[src/rtl/shift_add_multiplier.sv]
// shift_add_multiplier
//   Iterative unsigned shift-and-add multiplier. Each RUN cycle adds the
//   captured multiplicand into the upper half of a right-shifting accumulator
//   with a WIDTH+1-bit add, so the carry-out becomes the new MSB.
//   Uses a start/busy/done handshake. The product register holds its value
//   until the next operation completes.
//
//   Optional build macro: SHIFT_ADD_EARLY_TERM_EN. When it is defined, RUN
//   ends early as soon as the remaining multiplier bits are all zero. The
//   product is the same in both builds.
//
// Parameters
//   WIDTH         operand width (>= 2); the product is 2*WIDTH bits
// Ports
//   clk           rising-edge clock
//   rst           asynchronous active-high reset
//   start         request; sampled only in IDLE
//   multiplicand  operand A, captured when start is accepted
//   multiplier    operand B, captured when start is accepted
//   product       registered A*B, held between operations
//   busy          high while in RUN
//   done          one-cycle pulse in DONE; product is valid from that cycle
module shift_add_multiplier #(
    parameter int unsigned WIDTH = 4
) (
    input  logic                   clk,
    input  logic                   rst,
    input  logic                   start,
    input  logic [WIDTH-1:0]       multiplicand,
    input  logic [WIDTH-1:0]       multiplier,
    output logic [2*WIDTH-1:0]     product,
    output logic                   busy,
    output logic                   done
);

    localparam int unsigned CW = $clog2(WIDTH + 1);

    typedef enum logic [1:0] {IDLE, RUN, DONE} state_t;

    state_t               state;
    state_t               state_nxt;
    logic [WIDTH-1:0]     mcand;
    logic [2*WIDTH-1:0]   acc;
    logic [2*WIDTH-1:0]   acc_upd;
    logic [CW-1:0]        count;
    logic [WIDTH:0]       sum;
    logic                 finish;
    logic [2*WIDTH-1:0]   result;

    // One partial-product step; the carry of the add shifts into the MSB.
    always_comb begin
        sum     = {1'b0, acc[2*WIDTH-1:WIDTH]} + {1'b0, (acc[0] ? mcand : '0)};
        acc_upd = {sum, acc[WIDTH-1:1]};
    end

`ifdef SHIFT_ADD_EARLY_TERM_EN
    logic [WIDTH-1:0] rem_mask;

    // After this step, the low count-1 bits of acc_upd are the multiplier
    // bits not yet consumed. The bits above them are already product bits.
    // If every remaining bit is zero, the remaining steps would only shift
    // right, so that shift is applied here in one go.
    always_comb begin
        rem_mask = (WIDTH'(1) << (count - CW'(1))) - WIDTH'(1);
        finish   = (count == CW'(1)) || ((acc_upd[WIDTH-1:0] & rem_mask) == '0);
        result   = acc_upd >> (count - CW'(1));
    end
`else
    always_comb begin
        finish = (count == CW'(1));
        result = acc_upd;
    end
`endif

    always_ff @(posedge clk or posedge rst) begin
        if (rst) state <= IDLE;
        else     state <= state_nxt;
    end

    always_comb begin
        state_nxt = state;
        unique case (state)
            IDLE:    if (start)  state_nxt = RUN;
            RUN:     if (finish) state_nxt = DONE;
            DONE:    state_nxt = IDLE;
            default: state_nxt = IDLE;
        endcase
    end

    always_ff @(posedge clk or posedge rst) begin
        if (rst) begin
            mcand   <= '0;
            acc     <= '0;
            count   <= '0;
            product <= '0;
        end else begin
            unique case (state)
                IDLE: begin
                    if (start) begin
                        mcand <= multiplicand;
                        acc   <= {{WIDTH{1'b0}}, multiplier};
                        count <= CW'(WIDTH);
                    end
                end
                RUN: begin
                    acc   <= acc_upd;
                    count <= count - CW'(1);
                    if (finish) product <= result;
                end
                default: ;
            endcase
        end
    end

    assign busy = (state == RUN);
    assign done = (state == DONE);

endmodule

[config.mk]
export PLATFORM = sky130hd
export DESIGN_NAME = shift_add_multiplier
export DESIGN_NICKNAME = d
export VERILOG_FILES = /design/src/rtl/shift_add_multiplier.sv
export SDC_FILE = /design/constraint.sdc
export NUM_CORES = 1
export LEC_CHECK = 0
export BUFFER_PORTS_ARGS = -buffer_cell sky130_fd_sc_hd__buf_2
export CAP_MARGIN = 0
export CELL_PAD_IN_SITES_DETAIL_PLACEMENT = 1
export CELL_PAD_IN_SITES_GLOBAL_PLACEMENT = 1
export CORE_UTILIZATION = 45
export DETAILED_ROUTE_END_ITERATION = 10
export PLACE_DENSITY_LB_ADDON = 0.1
export SYNTH_ARGS = -nofsm -noshare
export SYNTH_HDL_FRONTEND = slang
export SYNTH_SLANG_ARGS = --single-unit
[constraint.sdc]
create_clock -name clk -period 3.1 [get_ports clk]
set_input_delay 0.155 -clock clk [delete_from_list [all_inputs] [get_ports clk]]
set_output_delay 0.155 -clock clk [all_outputs]
set_load 0.03 [all_outputs]
Yosys cells after proc, flatten, opt, wreduce, memory -nomap -nowiden. Index checks and enable logic that the tools add are counted.

Bits in registers: 25. Output and inout bits: 10. Word-level logic and storage cells: 26.

Add/sub/neg operators: 2. Eq/ne operators: 5. Multiplexer cells: 8. Reductions and logical operators: 6.

Operators by type and width (count): $pmux W8 S2 (1); $mux W8 (1); $reduce_and A2 Y1 (4); $pmux W3 S2 (1); $add A4 B4 Y5 (1); $mux W2 (2); $mux W4 (1); $pmux W2 S2 (1); $eq A3 B1 Y1 const B (1); $mux W3 (1); $sub A3 B1 Y3 const B (1); $eq A2 B1 Y1 const B (1); $eq A2 B2 Y1 const B (1); $logic_not A2 Y1 (1); $ne A2 B1 Y1 const B (1); $ne A2 B2 Y1 const B (1); $reduce_bool A2 Y1 (1).

Longest topological paths before layout.
Word-level depth: 3. Mapped depth: 8. Depth with buffers taken out: 8.

Least setup slack after synthesis. OpenSTA, ideal clock, no wires.

Path type: register -> register. Start point: register acc[0]. End point: register acc[5]. Arrival: 1.373 ns. Required time: 2.976 ns. Path slack: 1.603 ns. Cell stages (with the launch flop): 7. Path buffers: 0. Clock period less this slack: 1.497 ns. Cell sequence: dfrtp_1 -> and2_1 -> ha_1 -> inv_1 -> fa_1 -> xor2_1 -> o21ai_1.

Longest elaborated chain between the ends: 3.

RTL lines: start: declaration (RTL line 43) `logic [2*WIDTH-1:0] acc;`; start signal: assignment (RTL line 101) `acc <= {{WIDTH{1'b0}}, multiplier};`; start signal: assignment (RTL line 106) `acc <= acc_upd;`; $mux W4 (RTL line 52) `sum = {1'b0, acc[2*WIDTH-1:WIDTH]} + {1'b0, (acc[0] ? mcand : '0)};`; $add A4 B4 Y5 (RTL line 52); $pmux W8 S2 (RTL line 97) `unique case (state)`.

No other way between the ends. A chain may end at the register's enable or synchronous reset.

Final worst setup path. Ends and elaborated chain as after synthesis.

==> results.md <==
* CP peak stage delay at approximately 0.43 ns
* Slew headroom at between 30% and 40%
* DRT Wirelength at between 2000 and 3000 um
* Max-slew violation count at 0
* Skew-Pair Late Insertion Delay at approximately 0.31 ns
* Crit path max-delay cell type: fa_1
* Post-synth EDFFs at 0
* Async SR Flop Fraction at between 90% and 100%
* CTS Buffer Depth at 2
* Layout area overhead at 9.06%
* # IOs at 21
* Vias at 923
* Clock sinks at 25
* Final setup fails at 0
* Gr ovfl total at 0
* Core Box Area at approximately 2500 um^2
* Slew @ Worst Pin at 0.963 ns
* Vias in the first global route at ~960
* Antenna violations before repair at 0
* Row cnt at 18
* Final Hold Viols at 0
* Yosys reg bits at 25
* Worst EP required at between 3 and 4 ns
* Lkg Pwr at 0.000715 uW
* # resized after CTS at 0
* Crit path buffers/inverters at 1
* Max Fclk at about 0.58 GHz
* Critical path startpoint category: register
* Synth warn at 0
* Sequential area share after synthesis at between 50% and 60%
* Yosys cell types at 27
* PortBufs at 20
* DRC Markers at 0
* First-pass GRT wire length at 4500 um
* Register-to-Register Path Depth at 6
* Post-Syn Area at between 1000 and 1500 um^2
* Total chip power at 1450 uW
* Crit path time final at around 1.7 ns
* Top delay family on crit path: adder cells
* Via density at between 5 and 6
* Die width at roughly 54 um
* WL/cell at between 15 and 20 um
* Gate Count Post-Synth at 125
* # Post-CTS Setup Buffers at 0
* Final RePlAce weighted congestion at around 0.75
* Kind of critical path: reg2reg
* 1st-iter DRT viols at 4
* Worst Hold Depth at 3
* Prevailing post-synth register cell: dfrtp_1
* Worst Skew at 0.00681 ns
* Die height at 54.3 um
* Mapped Nets at between 100 and 150
* CP Cell Sequence: and2_1 -> ha_1 -> inv_1 -> fa_1 -> xor2_1 -> o21ai_1
* Total CTS buffers at 3
* FILL cells at 300
* Status: completed
* Levels on crit path at 6
* Initial core utilization at between 40% and 50%
* Worst Hold Class: in2reg
* Final period util at 56.1%
* Hold Buf Count CTS at 0
* Worst Setup End Kind: register
* Gr usage total at 22.3%
* Die area at a little under 3000 um^2
* Antenna cells at 0
* CP arrival at just under 2 ns
* Drt pass-1 iters at 2
* H-tree depth at 1
* Reg clk slew, reported paths at about 0.13 ns
* Pin count of the biggest net entering global routing at 26
* Post-DP HPWL at a little over 2000 um
* CP max FO at 5
* Power density cells at around 1100 nW/um^2
* Setup TNS at 0 ns
* RSZ-0062 raised after global routing: false
* Final core occ at 53.1%
* ANT nets after route at 0
* Clock Root Buffer: clkbuf_4
* Final nets at ~160
* Max VDD drop at around 0.00067 V
* Max Cap Viol at 0
* CTS tree: built
* Syn_area_per_cell at 9.83 um^2
* Layout cells sized above 1 at between 20% and 30%
-- stage by stage --
stage	cell area (um^2)	setup slack [ns]	hold WS, ns	cells
2_1_floorplan	1230	1.60	0.182	125
3_3_place_gp	1310	1.53	0.346	170
4_1_cts	1340	1.35	0.0196	174
5_1_grt	1340	1.24	0.0139	174
6_report	1340	1.36	0.0298	174
3_5_place_dp	1310	1.39	0.350	170
-- cells by family after synthesis --
family	Yosys count	share of synthesized area (%)
and+or+nand+nor	56	22.0
DFF	25	50.9
xor gates and xnor gates	2	1.43
AOI/OAI and AO/OA	21	10.7
buffers and inverters	14	7.23
adders and majority gates	7	7.74
-- synthesized netlist by cell type, types with 2 or more instances --
library cell,count,area (um^2)
a21o_1,2,15.0
a21oi_1,3,15.0
a31oi_2,2,25.0
and2_1,3,18.8
buf_6,4,45.0
dfrtp_1,25,626
ha_1,6,75.1
inv_1,8,30.0
nand2_1,31,116
nand2_2,4,25.0
nand3_1,6,30.0
nor2_1,4,15.0
o21ai_1,11,55.1
o22ai_1,2,12.5
xor2_1,2,17.5
-- flip-flops by register name, indices dropped and copies added, names as in the netlist --
register,flops
count,3
acc,8
state,2
product,8
mcand,4
-- worst min-delay path: stages --
cell	delay, ns
buf_2	0.07
nand2_1	0.04
nand2_1	0.04
-- where the power goes --
| group | switching (uW) | internal, uW |
|---|---|---|
| Clock | 92.9 | 50.2 |
| Sequential | 108 | 472 |
| Combinational | 474 | 255 |
-- final timing paths --
path | startpoint | end | slack, ns
worst max-delay path | acc[0] | acc[5] | 1.36
worst min-delay path | multiplicand[3] | mcand[3] | 0.03
worst max register to register | acc[0] | acc[5] | 1.36
worst min register to register | mcand[0] | mcand[0] | 0.49
max in group asynchronous | rst | acc[0] | 2.47
min in group asynchronous | rst | product[2] | 0.04
-- routing by layer --
metal / routed length (um) / GRT usage [%] / vias up
li1: - / - / 445
met1: 1230 / 28.5 / 449
met2: 1330 / 37.8 / 23
met3: 83 / 3.33 / 6
met4: 55 / 8.55 / 0
met5: 0 / 0 / -
-- area by class of cell --
cell class | instances | area, um^2 | area share, %
timing repair buffer | 20 | 100 | 7.47
multi-input combinational | 86 | 514 | 38.4
sequential | 25 | 626 | 46.7
inverter | 9 | 36.3 | 2.71
clock buffer | 4 | 26.3 | 1.96
tap | 30 | 37.5 | 2.80
-- placed cells by master (no fill, tap or decap), types with 2 or more instances in the layout --
master,n
a21oi_1,3
nand2_1,31
a31oi_2,2
a21o_1,2
xor2_1,2
o21ai_1,11
ha_1,6
nor2_1,4
inv_1,8
clkbuf_4,3
and2_1,3
buf_2,20
dfrtp_1,25
o22ai_1,2
nand2_2,4
nand3_1,6
No activity file was read; power rests on OpenSTA's default activity.
